File: src/rtl/traffic_phase_ctrl.sv
// N-phase demand-actuated intersection controller: round-robin service with
// min/max green, emergency preemption and night flash; one lamp triple per phase.
module traffic_phase_ctrl #(
  parameter int NUM_PHASES  = 4,
  parameter int CNT_W       = 8,
  parameter int T_GREEN_MIN = 10,
  parameter int T_GREEN_MAX = 50,
  parameter int T_YELLOW    = 10,
  parameter int T_RED       = 5,
  parameter int T_FLASH     = 4,
  localparam int PH_W       = $clog2(NUM_PHASES)
) (
  input  logic                    clk,
  input  logic                    rst,
  input  logic [NUM_PHASES-1:0]   req,
  input  logic                    preempt,
  input  logic [PH_W-1:0]         preempt_phase,
  input  logic                    flash_mode,
  output logic [3*NUM_PHASES-1:0] lights,
  output logic [PH_W-1:0]         active_phase,
  output logic [1:0]              ctrl_state,
  output logic [NUM_PHASES-1:0]   pending
);

  typedef enum logic [1:0] {
    ST_GREEN   = 2'b00,
    ST_YELLOW  = 2'b01,
    ST_ALL_RED = 2'b10,
    ST_FLASH   = 2'b11
  } state_t;

  localparam logic [2:0] LAMP_OFF    = 3'b000;
  localparam logic [2:0] LAMP_RED    = 3'b001;
  localparam logic [2:0] LAMP_YELLOW = 3'b010;
  localparam logic [2:0] LAMP_GREEN  = 3'b100;

  localparam logic [CNT_W-1:0] GMIN_END  = CNT_W'(T_GREEN_MIN - 1);
  localparam logic [CNT_W-1:0] GMAX_END  = CNT_W'(T_GREEN_MAX - 1);
  localparam logic [CNT_W-1:0] YEL_END   = CNT_W'(T_YELLOW - 1);
  localparam logic [CNT_W-1:0] RED_END   = CNT_W'(T_RED - 1);
  localparam logic [CNT_W-1:0] FLASH_END = CNT_W'(T_FLASH - 1);

  state_t                  state_q, state_d;
  logic [PH_W-1:0]         phase_q, phase_d;
  logic [PH_W-1:0]         next_q, next_d;
  logic [CNT_W-1:0]        cnt_q, cnt_d;
  logic [CNT_W-1:0]        flash_cnt_q, flash_cnt_d;
  logic                    flash_on_q, flash_on_d;
  logic [NUM_PHASES-1:0]   pending_q, pending_d;

  logic [PH_W-1:0]         scan_idx;
  logic [PH_W-1:0]         scan_phase;
  logic                    scan_found;
  logic [NUM_PHASES-1:0]   green_mask;
  logic                    go_yellow;

  // Round-robin search: first pending phase strictly after the active one.
  // Finding one is exactly "another phase is waiting".
  // NOTE: every variable written in always_comb gets a default first, so no
  // path through the block can leave it unassigned and infer a latch.
  always_comb begin
    scan_idx   = phase_q;
    scan_phase = phase_q;
    scan_found = 1'b0;
    for (int i = 1; i < NUM_PHASES; i++) begin
      scan_idx = PH_W'((int'(phase_q) + i) % NUM_PHASES);
      if (!scan_found && pending_q[scan_idx]) begin
        scan_phase = scan_idx;
        scan_found = 1'b1;
      end
    end
  end

  always_comb begin
    state_d     = state_q;
    phase_d     = phase_q;
    next_d      = next_q;
    flash_on_d  = flash_on_q;
    flash_cnt_d = flash_cnt_q;
    go_yellow   = 1'b0;

    unique case (state_q)
      ST_GREEN: begin
        if (preempt) begin
          go_yellow = (preempt_phase != phase_q);
        end else if (flash_mode) begin
          go_yellow = (cnt_q >= GMIN_END);
        end else begin
          go_yellow = scan_found &&
                      ((cnt_q >= GMIN_END && !req[phase_q]) || cnt_q >= GMAX_END);
        end
        if (go_yellow) begin
          state_d = ST_YELLOW;
          next_d  = preempt ? preempt_phase : scan_phase;
        end
      end

      ST_YELLOW: begin
        if (cnt_q == YEL_END) state_d = ST_ALL_RED;
      end

      ST_ALL_RED: begin
        if (cnt_q == RED_END) begin
          if (preempt) begin
            state_d = ST_GREEN;
            phase_d = preempt_phase;
          end else if (flash_mode) begin
            state_d     = ST_FLASH;
            flash_on_d  = 1'b1;
            flash_cnt_d = '0;
          end else begin
            state_d = ST_GREEN;
            phase_d = next_q;
          end
        end
      end

      ST_FLASH: begin
        if (preempt || !flash_mode) begin
          // Leaving flash always restarts at phase 0 unless preempted.
          state_d = ST_ALL_RED;
          next_d  = '0;
        end else if (flash_cnt_q == FLASH_END) begin
          flash_on_d  = !flash_on_q;
          flash_cnt_d = '0;
        end else begin
          flash_cnt_d = flash_cnt_q + 1'b1;
        end
      end
    endcase
  end

  // Demand latching; a phase entering green drops its own bit even if it is
  // requested in that same cycle.
  always_comb begin
    green_mask = '0;
    if (state_q == ST_GREEN) green_mask[phase_q] = 1'b1;
    pending_d = pending_q | (req & ~green_mask);
    if (state_d == ST_GREEN && (state_q != ST_GREEN || phase_d != phase_q))
      pending_d[phase_d] = 1'b0;
  end

  always_comb begin
    if (state_d != state_q || phase_d != phase_q) cnt_d = '0;
    else if (cnt_q == '1)                         cnt_d = cnt_q;
    else                                          cnt_d = cnt_q + 1'b1;
  end

  // NOTE: registers use non-blocking assignments so every flop samples the
  // pre-edge values of the others, independent of statement order.
  always_ff @(posedge clk) begin
    if (!rst) begin
      state_q     <= ST_GREEN;
      phase_q     <= '0;
      next_q      <= '0;
      cnt_q       <= '0;
      flash_cnt_q <= '0;
      flash_on_q  <= 1'b1;
      pending_q   <= '0;
    end else begin
      state_q     <= state_d;
      phase_q     <= phase_d;
      next_q      <= next_d;
      cnt_q       <= cnt_d;
      flash_cnt_q <= flash_cnt_d;
      flash_on_q  <= flash_on_d;
      pending_q   <= pending_d;
    end
  end

  always_comb begin
    lights = '0;
    for (int p = 0; p < NUM_PHASES; p++) begin
      if (state_q == ST_FLASH) begin
        if (!flash_on_q)  lights[3*p +: 3] = LAMP_OFF;
        else if (p == 0)  lights[3*p +: 3] = LAMP_YELLOW;
        else              lights[3*p +: 3] = LAMP_RED;
      end else if (PH_W'(p) == phase_q) begin
        if (state_q == ST_GREEN)       lights[3*p +: 3] = LAMP_GREEN;
        else if (state_q == ST_YELLOW) lights[3*p +: 3] = LAMP_YELLOW;
        else                           lights[3*p +: 3] = LAMP_RED;
      end else begin
        lights[3*p +: 3] = LAMP_RED;
      end
    end
  end

  assign active_phase = phase_q;
  assign ctrl_state   = state_q;
  assign pending      = pending_q;

endmodule

File: config.mk
export PLATFORM = sky130hd
export DESIGN_NAME = traffic_phase_ctrl
export DESIGN_NICKNAME = d
export VERILOG_FILES = /design/src/rtl/traffic_phase_ctrl.sv
export SDC_FILE = /design/constraint.sdc
export NUM_CORES = 1
export LEC_CHECK = 0
export ABC_AREA = 1
export CORE_UTILIZATION = 40
export CTS_CLUSTER_SIZE = 12
export DETAILED_ROUTE_END_ITERATION = 10
export PLACE_DENSITY_LB_ADDON = 0.15
export SYNTH_ARGS = -nofsm -noshare
export SYNTH_HDL_FRONTEND = slang
export SYNTH_SLANG_ARGS = --single-unit
File: constraint.sdc
create_clock -name clk -period 1.7 [get_ports clk]
set_input_delay 0.34 -clock clk [delete_from_list [all_inputs] [get_ports clk]]
set_output_delay 0.34 -clock clk [all_outputs]
set_load 0.02 [all_outputs]
==> out/results.txt <==
Status: complete, but fails checks
Failing checks: negative setup slack
Largest family of logic cells by synthesized area: simple AND/OR/NAND/NOR gates
Longest Clk Path Bufs: 2
Post-Route WL: 5394 um
# IOs: 30
Compound-gate portion of the synthesized area: 0.1292
Simple logic cell fraction of the synthesized area: 0.3921
Port buffer count: 29
Post-synth EDFFs: 0
Filler cells: 417
Critical path capture point type: flip-flop
Pins over their slew limit: 0
Die width: 70.55 um
Final worst slack: -0.05826 ns
Total number of vias: 2,103
Ys Warns: 0
GRT Total Usage: 0.2170
Max Cap Viol: 0
Setup TNS: -0.3589 ns
Design area: 2853 um^2
Final Skew: 0.007796 ns
Hold crit path type: flip-flop to flip-flop
CP required: 1.93 ns
Final Critical Period: 1.758 ns
Sequential cell area fraction in the yosys report: 0.2876
Share of the synthesized area in the top cell type: 0.2876
RSZ-0062 raised after global routing: yes
CP Max Fanout: 8
Pwr/cell area: 496.6 nW/um^2
TritonRoute pass-1 iters: 4
CTS tree: done
Die H: 70.55 um
Avg Inst Size Synth: 6.458 um^2
Area of the multi-input gates: 1363 um^2
Yosys cell types: 35
Largest net degree at the start of global routing: 18
Final Hold Fails: 0
Row cnt: 24
Highest Clock Rate: 568.7 MHz
Yosys reg bits: 27
Clock sink count: 27
Aggregate global routing overflow: 0
Starting density of the core: 0.4229
Total power: 1.417 mW
Startpoint Class: flip-flop
Dpl hpwl: 4013 um
Synth area leaders: dfxtp_1 29%, nand2_1 13%, nor2_1 8.4%, inv_1 8.2%, nand3_1 6.7%
Main synth FF type: dfxtp_1
Area Overhead vs Synth: 51.80%
Antenna viol nets, final: 0
Vias in the first global route: 1,957
Die area: 4977 um^2
Antenna violations before repair: 0
Mux cell area share after synthesis: 0
Final setup violation count: 8
Fraction of layout cells with a size suffix above 1: 0.3801
Top post-synthesis cells by count: 65 x nand2_1, 42 x nor2_1, 41 x inv_1
Critical path type: flip-flop to flip-flop
Post-Synth Adder-Cell Area: 0.05326
H-Tree Depth: 1
Netlist Area Pre-Place: 1879 um^2
First-pass GRT wire length: 8659 um
Skew-Pair Late Insertion Delay: 0.29 ns
Leak pwr: 1.340 nW
Final worst-path cycle share: 1.034
Slew HR: 0.7977
Most frequent cell after synthesis: nand2_1
Clk pin slew, worst setup/hold paths: 0.11 ns
Max VDD drop: 0.3156 mV
Cells along the critical path: inv_8 > ha_4 > nand3_2 > nand2_2 > nor2_4 > nand2_1 > nand3_2 > nand2_4 > nand2_4 > nand2_2 > nand3_4 > nor2_2
Synth Net Count: 309
Placer Congestion: 0.8830
Post-Synth XOR/XNOR Area: 0.02796
Final #Nets: 390
Average vias per placed instance: 4.972
Asr flop ratio synth: 0
WP data arrival: 1.99 ns
Ant. Diodes: 0
Remaining DRCs: 0
Worst path max stage delay: 0.41 ns
DR WL/cell: 12.75 um
Mapped Cells: 291
Total core area: 4444 um^2
Initial DRC count: 109
Root buf cell: clkbuf_8
Critical Path Slowest Stage Cell: dfxtp_4
Area leader, netlist: dfxtp_1
Actual slew at the worst max-slew pin: 0.3026 ns
Sequential cell area: 555.5 um^2
Placed cell areas: 2589 um^2
Total CTS buffers: 3
worst max-delay path: cells and delay by family, from the launching register on:
kind                     cells  cell delay (ns)
adder cells (fa/ha/maj)      1             0.29
buffers and inverters        1             0.04
flip-flops                   1             0.41
AND/OR/NAND/NOR             10             0.95
cell families after synthesis:
family	count (synthesis)
simple gates	156
buf+inv	51
compound gates	43
flops	27
fa+ha+maj	8
xor+xnor	6
final timing paths:
kind	from	end	slack [ns]	cells after the start
worst max-delay path	active_phase[0]	cnt_q[3]	-0.06	12
worst min-delay path	next_q[0]	next_q[0]	0.48	2
worst max register to register	active_phase[0]	cnt_q[3]	-0.06	12
worst min register to register	next_q[0]	next_q[0]	0.48	2
sequential cells by signal, summed over array words and instances (netlist names):
| register | cells |
|---|---|
| active_phase | 2 |
| cnt_q | 8 |
| ctrl_state | 2 |
| flash_cnt_q | 8 |
| flash_on_q | 1 |
| next_q | 2 |
| pending | 4 |
routing by layer:
metal,vias to the layer above,global-route usage,share of wire
met2,42,0.3430,0.46
met4,0,0.06222,0.016
li1,1093,-,-
met1,960,0.3151,0.48
met5,-,0,0
met3,8,0.02137,0.043
area by class of cell:
cell class / count / share of cell area
multi-input combinational: 213 / 0.4776
tap: 52 / 0.02281
inverter: 48 / 0.06886
clock buffer: 3 / 0.01447
clock inverter: 1 / 0.003070
sequential: 27 / 0.1947
timing repair buffer: 79 / 0.2184
report_power, final:
| part | leakage, nW | total [mW] | switching [mW] | internal [mW] |
|---|---|---|---|---|
| sequential | 0.223 | 0.660 | 0.0127 | 0.647 |
| combinational | 1.09 | 0.352 | 0.187 | 0.165 |
| clock | 0.0261 | 0.405 | 0.232 | 0.173 |
| total | 1.34 | 1.42 | 0.432 | 0.985 |
through the flow:
stage	util	instances	hold WS [ns]	setup WS [ns]
after floorplan	-	291	0.4241	-0.009130
after global placement	0.5825	414	0.4555	-0.2185
after detailed placement	0.5825	414	0.4643	-0.2838
after CTS	0.6042	420	0.4797	-0.06345
after global routing	0.6419	423	0.4969	-0.1603
final	0.6419	423	0.4816	-0.05826
repair_timing:
item	4_1_cts	5_1_grt
hold buffers	0	0
resized for setup	64	60
endpoints found under the setup margin	28	33
cloned	0	0
setup buffers	2	4
pin swaps	6	19
layout by cell type (no fill, tap or decap), types with 5 or more instances in the layout:
cell type	n
buf_6	5
ha_1	5
clkdlybuf4s50_1	14
a21oi_1	14
nand3_2	6
dfxtp_1	21
nor2_1	34
inv_1	36
nand3_1	21
inv_2	6
buf_2	10
nor2_2	8
nand2_4	7
buf_4	46
nand2_2	12
nand2_1	50
o21ai_1	5
o21ai_0	10
a21oi_2	5
Note: power is estimated with default switching activity, not from simulation.
